<file path="src/rtl/musa_pkg.sv">
// Shared MUSA core definitions: flag codes, default widths, exception decode.
package musa_pkg;

  localparam int DATA_W = 32;
  localparam int FLAG_W = 3;
  localparam int RA_W   = 5;

  typedef enum logic [FLAG_W-1:0] {
    FLAG_NOT_ACTIVED = 3'b000,
    FLAG_EQUAL       = 3'b001,
    FLAG_EXCEPTION   = 3'b010,
    FLAG_OVERFLOW    = 3'b011,
    FLAG_UNDERFLOW   = 3'b100,
    FLAG_ABOVE       = 3'b101
  } flag_e;

  // A flag-writing instruction that reports EXCEPTION is a divide fault.
  function automatic logic is_exception(input logic we, input logic [FLAG_W-1:0] flag);
    return we && (flag == FLAG_EXCEPTION);
  endfunction

endpackage

</file>
<file path="src/rtl/flag_reg_unit.sv">
// Architectural flag register; its output also feeds the ALU BRFL compare.
module flag_reg_unit
  import musa_pkg::*;
#(
  parameter int W = FLAG_W
) (
  input  logic         clk_i,
  input  logic         rst_ni,
  input  logic         stall_i,
  input  logic         we_i,
  input  logic [W-1:0] flag_i,
  output logic [W-1:0] flag_o
);

  logic [W-1:0] flag_q;

  // Write only on an unstalled flag-writing instruction; reset to NOT_ACTIVED.
  always_ff @(posedge clk_i or negedge rst_ni) begin
    if (!rst_ni)                 flag_q <= '0;
    else if (!stall_i && we_i)   flag_q <= flag_i;
  end

  assign flag_o = flag_q;

endmodule

</file>
<file path="src/rtl/ex_mem_reg.sv">
// EX/MEM pipeline register: captures ALU outputs and MEM controls, issues
// one-cycle redirect and exception pulses, supports stall and flush.
module ex_mem_reg #(
  parameter int DATA_W = musa_pkg::DATA_W,
  parameter int FLAG_W = musa_pkg::FLAG_W,
  parameter int RA_W   = musa_pkg::RA_W
) (
  input  logic              clock,
  input  logic              reset,
  input  logic              stall,
  input  logic              flush,
  input  logic              in_valid,
  input  logic [DATA_W-1:0] alu_result,
  input  logic [FLAG_W-1:0] alu_flag,
  input  logic              alu_branch,
  input  logic              flag_we,
  input  logic [RA_W-1:0]   rd_addr,
  input  logic              rd_we,
  input  logic              mem_rd,
  input  logic              mem_wr,
  input  logic [DATA_W-1:0] store_data,
  output logic              out_valid,
  output logic [DATA_W-1:0] out_result,
  output logic [RA_W-1:0]   out_rd_addr,
  output logic              out_rd_we,
  output logic              out_mem_rd,
  output logic              out_mem_wr,
  output logic [DATA_W-1:0] out_store_data,
  output logic [FLAG_W-1:0] flag_reg,
  output logic              redirect,
  output logic [DATA_W-1:0] redirect_pc,
  output logic              exc
);
  import musa_pkg::*;

  logic              valid_q, rd_we_q, mem_rd_q, mem_wr_q, redirect_q, exc_q;
  logic [DATA_W-1:0] result_q, store_data_q, redirect_pc_q;
  logic [RA_W-1:0]   rd_addr_q;

  // Next-state controls for an accepted instruction; a fault squashes its
  // side effects (writeback, memory access, branch) but not the flag write.
  logic take, exc_d, rd_we_d, mem_rd_d, mem_wr_d, redirect_d;
  assign take       = in_valid && !flush;
  assign exc_d      = is_exception(flag_we, alu_flag);
  assign rd_we_d    = rd_we      && !exc_d;
  assign mem_rd_d   = mem_rd     && !exc_d;
  assign mem_wr_d   = mem_wr     && !exc_d;
  assign redirect_d = alu_branch && !exc_d;

  // Stall holds state but drops the pulses; flush/bubble clears controls only.
  always_ff @(posedge clock or negedge reset) begin
    if (!reset) begin
      valid_q       <= 1'b0;
      rd_we_q       <= 1'b0;
      mem_rd_q      <= 1'b0;
      mem_wr_q      <= 1'b0;
      redirect_q    <= 1'b0;
      exc_q         <= 1'b0;
      result_q      <= '0;
      store_data_q  <= '0;
      redirect_pc_q <= '0;
      rd_addr_q     <= '0;
    end else if (stall) begin
      redirect_q    <= 1'b0;
      exc_q         <= 1'b0;
    end else if (take) begin
      valid_q       <= 1'b1;
      rd_we_q       <= rd_we_d;
      mem_rd_q      <= mem_rd_d;
      mem_wr_q      <= mem_wr_d;
      redirect_q    <= redirect_d;
      exc_q         <= exc_d;
      result_q      <= alu_result;
      store_data_q  <= store_data;
      redirect_pc_q <= alu_result;
      rd_addr_q     <= rd_addr;
    end else begin
      valid_q       <= 1'b0;
      rd_we_q       <= 1'b0;
      mem_rd_q      <= 1'b0;
      mem_wr_q      <= 1'b0;
      redirect_q    <= 1'b0;
      exc_q         <= 1'b0;
    end
  end

  flag_reg_unit #(.W(FLAG_W)) u_flag (
    .clk_i   (clock),
    .rst_ni  (reset),
    .stall_i (stall),
    .we_i    (take && flag_we),
    .flag_i  (alu_flag),
    .flag_o  (flag_reg)
  );

  assign out_valid      = valid_q;
  assign out_result     = result_q;
  assign out_rd_addr    = rd_addr_q;
  assign out_rd_we      = rd_we_q;
  assign out_mem_rd     = mem_rd_q;
  assign out_mem_wr     = mem_wr_q;
  assign out_store_data = store_data_q;
  assign redirect       = redirect_q;
  assign redirect_pc    = redirect_pc_q;
  assign exc            = exc_q;

endmodule
</file>
<file path="config.mk">
export PLATFORM = sky130hd
export DESIGN_NAME = ex_mem_reg
export DESIGN_NICKNAME = d
export VERILOG_FILES = /design/src/rtl/musa_pkg.sv /design/src/rtl/flag_reg_unit.sv /design/src/rtl/ex_mem_reg.sv
export SDC_FILE = /design/constraint.sdc
export NUM_CORES = 1
export LEC_CHECK = 0
export CAP_MARGIN = 20
export CORE_UTILIZATION = 35
export DETAILED_ROUTE_END_ITERATION = 10
export GPL_TIMING_DRIVEN = 0
export MAX_ROUTING_LAYER = met4
export PLACE_DENSITY = 0.82
export SLEW_MARGIN = 20
export SYNTH_ARGS = -nofsm -noshare
export SYNTH_HDL_FRONTEND = slang
export SYNTH_SLANG_ARGS = --single-unit
</file>
<file path="constraint.sdc">
create_clock -name clock -period 1.05 [get_ports clock]
set_clock_uncertainty 0.05 [all_clocks]
set_input_delay 0.1575 -clock clock [delete_from_list [all_inputs] [get_ports clock]]
set_output_delay 0.1575 -clock clock [all_outputs]
set_load 0.05 [all_outputs]
</file>
# Word level (Yosys, flattened, before mapping)
# Index checks and enable logic that the tools add are counted.
word_totals:
  ff_bits: 78
  input_bits: 82
  wordCells: 32
op_classes:
  n_eq_ne: 1
  n_mux: 8
  n_bitwise: 1
  n_reduce_logical: 12
ops:
  columns: ["cell", "count"]
  rows:
  - ["1-bit logical AND", 8]
  - ["1-bit two-way mux", 8]
  - ["3-bit by 2-bit equality test with 1-bit output (second input constant)", 1]
  - ["1-bit zero test", 3]
  - ["2-bit AND reduction", 1]
  - ["1-bit NOT", 1]

# Longest topological paths before layout
# Gate-level depths: netlist (run 1).
logic_depth:
  word_depth: 6
  mapped_depth: 4
  mapped_depth_nobuf: 2

# Hierarchy
# A second synthesis (run 1) with hierarchy kept.
hier_totals:
  hier_cells: 200
  area_unflattened_um2: 3184.3
modules_own_cells:
  columns: ["mod", "n_inst", "cells_per_inst", "area_each_um2", "seq_area_each_um2"]
  rows:
  - ["ex_mem_reg", 1, 193, 3050.4, 1876.8]
  - ["flag_reg_unit", 1, 7, 133.9, 75.1]

# Least setup slack after synthesis (run 1)
# Ideal clock, no wire load.
synth_path:
  path_kind: "input to register"
  start: "input port stall"
  end: "register rd_addr_q[0], in the netlist out_rd_addr[0]"
  arrival_ns: 0.992
  t_required_ns: 0.875
  slack_ns: -0.117
  cell_stages: 4
  n_path_buf: 2
  path_cell_list: "nor3b_2 > buf_6 > buf_12 > mux2_4"
synth_between:
  elab_chain_cells: 2
synth_lines:
  columns: ["element", "line", "text"]
  rows:
  - ["start: declaration", "ex_mem_reg.sv:10", "input logic stall,"]
  - ["1-bit NOT (no line)", null, null]
  - ["2-bit AND reduction (no line)", null, null]
  - ["end signal: assignment", "ex_mem_reg.sv:76", "rd_addr_q <= rd_addr;"]
  - ["end: declaration", "ex_mem_reg.sv:38", "logic [RA_W-1:0] rd_addr_q;"]
# Every way passes these cells.
# A chain may end at the register's enable or synchronous reset.

# Worst setup path after layout (run 1)
layout_path:
  start: "register redirect_pc_q[7], in the netlist redirect_pc[7]"
  end: "output port redirect_pc[7]"
layout_lines:
  columns: ["element", "line", "text"]
  rows:
  - ["start: declaration", "ex_mem_reg.sv:37", "logic [DATA_W-1:0] result_q, store_data_q, redirect_pc_q;"]
  - ["start signal: assignment", "ex_mem_reg.sv:75", "redirect_pc_q <= alu_result;"]
  - ["end: declaration", "ex_mem_reg.sv:31", "output logic [DATA_W-1:0] redirect_pc,"]
# No word-level cell between the ends.

==> results of run 1 <==
[worst paths after layout]
| check | depth (start not counted) | slack, ns | endpoint | from |
|---|---|---|---|---|
| max | 2 | -0.22 | redirect_pc[7] | redirect_pc[7] |
| min | 1 | -0.24 | out_store_data[17] | reset |
| max reg2reg | 3 | -0.06 | redirect_pc[5] | redirect_pc[5] |
| min reg2reg | 1 | 0.48 | out_mem_rd | out_mem_rd |
| max in group asynchronous | 2 | 0.59 | redirect_pc[18] | reset |
| min in group clock | 2 | 0.02 | out_mem_rd | stall |
[power by group through the flow]
stage          registers [W]  logic [W]  clock network, W
6_report             0.00408    0.00719           0.00243
5_1_grt              0.00415    0.00743           0.00266
2_1_floorplan        0.00585    0.00208                 0
3_5_place_dp         0.00398    0.00608                 0
3_3_place_gp         0.00396    0.00600                 0
4_1_cts              0.00405    0.00706           0.00250
[registers in the layout (all words and copies together) (netlist names)]
signal          cells
redirect            1
out_valid           1
out_mem_wr          1
redirect_pc        32
out_mem_rd          1
exc                 1
u_flag.flag_o       3
out_store_data     32
out_rd_addr         5
out_rd_we           1
[logic make-up after synthesis]
logic type / share of synthesized area [%]
compound gates: 0.859
buf+inv: 11.2
flops: 55.9
mux: 30.3
simple gates: 1.79
[layout by cell type, fill, tap and decap left out]
cell	n
dfrtp_1	78
dlygate4sd2_1	1
dlygate4sd3_1	1
buf_8	34
bufinv_16	2
clkdlybuf4s50_1	76
nand4bb_4	1
clkinvlp_4	1
buf_16	2
buf_6	111
nor2_1	1
and3_1	1
or3b_2	1
buf_12	14
nand2_1	2
clkbuf_8	10
and4bb_2	1
mux2_4	66
a32o_1	3
clkinv_2	1
buf_4	40
mux2_2	6
nor3b_4	1
[stage by stage]
step	hold WS (ns)	area, um2	worst slack, ns
floorplan	-0.188	3500	-0.115
global placement	0.425	5580	-2.89
detailed placement	0.145	5600	-0.822
CTS	-0.226	6670	-0.206
global route	-0.207	6680	-0.250
finish	-0.240	6680	-0.217
[layer usage]
metal  vias to the layer above  global-route usage (%)
met5                         -                       -
met4                         0                    6.59
met3                        18                    4.38
met2                       116                    34.1
met1                      1284                    21.5
li1                       1164                       -
[layout make-up]
type,instances,share of cell area [%]
clock buffers,10,2.06
clock inverters,4,1.09
multi-input cells,83,17.6
repair buffers,239,39.8
plain buffers,40,7.79
well taps,133,2.49
flip-flops and latches,78,29.2
[what timing repair did]
action	in CTS	in global routing
endpoints found under the hold margin	44	43
endpoints found under the setup margin	188	179
cloned	7	0
pin swaps	2	0
gates resized for setup	850	16
setup buffers	33	16
==> run summary, run 1 <==
crit start category -> register
port buffer count -> 191
GR Overflow Total -> 0
worst setup margin -> -0.217 ns
# H-tree levels -> 3
Die Span Y -> 102 um
most numerous cell in the Yosys netlist -> dfrtp_1
clock transition at the registers of the reported paths -> 0.08 ns
Switch Pwr -> 0.00536 W
GR Util All Layers -> 19.3%
synthesized area -> 3490 um2
vias in the first global route -> 2,850
Clock Sinks -> 78
Ys Warns -> 0
worst slew pin tran -> 0.587 ns
hold slack -> -0.240 ns
relative slew slack -> 60.8%
crit path cell chain -> buf_6 -> buf_8
Die ar. -> 10,400 um2
Root Driver -> clkbuf_8
initial DRC count -> 59
Top Ports -> 192
status -> finished with violations
top cells by area, synth -> dfrtp_1 56%, mux2_4 28%, buf_4 6.9%, buf_12 4.0%, mux2_2 1.9%
cell internal pwr -> 0.00835 W
CP Buf/Inv Count -> 2
FP Rows -> 36
Crit Path Category -> reg -> out
Top Family by Delay on Critical Path -> flip-flops
Synth top area share -> 55.9%
WL met1 -> 3.70 mm
DR WL met2 -> 5.14 mm
Leak -> 3.14 nW
sequential share of the synthesized area -> 55.9%
Die Width -> 102 um
area of the multi-input gates -> 1170 um2
Antenna Cells -> 0
Starting Density -> 35.9%
Area growth syn-to-layout -> 91.1%
FILL cells -> 670
via-per-instance ratio -> 4.40
Synth Area per Inst -> 17.4 um2
Final setup viols -> 160
fin. max-slew vios -> 0
commonest cells in the netlist -> 78 x dfrtp_1, 66 x mux2_4, 32 x buf_4, 7 x buf_12, 6 x mux2_2
layout cells sized above 1 -> 64.1%
worst stage delay on the critical path -> 0.44 ns
clock share of power -> 17.7%
Final Util -> 68.6%
initial antenna violation count -> 0
GP Congestion -> 0.662
Post-DRT Antenna Nets -> 0
Num CTS Buffers -> 9
CTS tree -> done
Power Dens Cells -> 2050 nW/um2
first-pass GRT wire length -> 14.7 mm
area leader, netlist -> dfrtp_1
Sum Neg Setup Slack -> -15.20 ns
Worst-Skew Late Latency -> 0.33 ns
Final Cycle Share -> 121%
Non-Filler Instances -> 587
register area -> 1950 um2
Tot Pwr -> 0.0137 W
DRC -> 0
CP max stage cell -> dfrtp_1
drt pass-1 iters -> 4
Seq cells post-synth -> 78
EDFF count, synth -> 0
via count -> 2,582
Inst Count DP -> 526
met3 routed WL -> 610 um
switch share -> 39.1%
unrepaired setup endpoints after global routing -> yes
critical path fanouts, max -> 3
final hold vios -> 43
final WL -> 9.62 mm
CP Capture Type -> output pin
Sequential Power Share -> 29.8%
Final min period -> 1.27 ns
Critical Path RT -> 0.84 ns
Peak supply drop -> 976 uV
Hold WC Path Type -> in -> async
Distinct cells, synth -> 14
critical path arrival -> 1.06 ns
Post-CTS Hold Fix Bufs -> 1
DPL Wire Length -> 6.08 mm
post-synthesis cell count -> 201
Core Box Area -> 9730 um2
Comb power frac -> 52.5%
syn_nets -> 283
largest net degree at the start of global routing -> 45
Max Freq -> 0.790 GHz
Max Cap Violations -> 0
Post-layout nets -> 533
Async SR Flop Fraction -> 100%
Post-synth top flop -> dfrtp_1
Max Root-Sink Buffers -> 2
max layer used -> met4
failing checks -> hold timing, setup timing
DR WL/cell -> 16.4 um
Note: power is estimated with default switching activity, not from simulation.
==> run 2: changes to the inputs <==
ABC_CLOCK_PERIOD_IN_PS = 1050   (was not set)
==> results of run 2 <==
The final DEF is identical to that of run 1; final timing and power are the same.
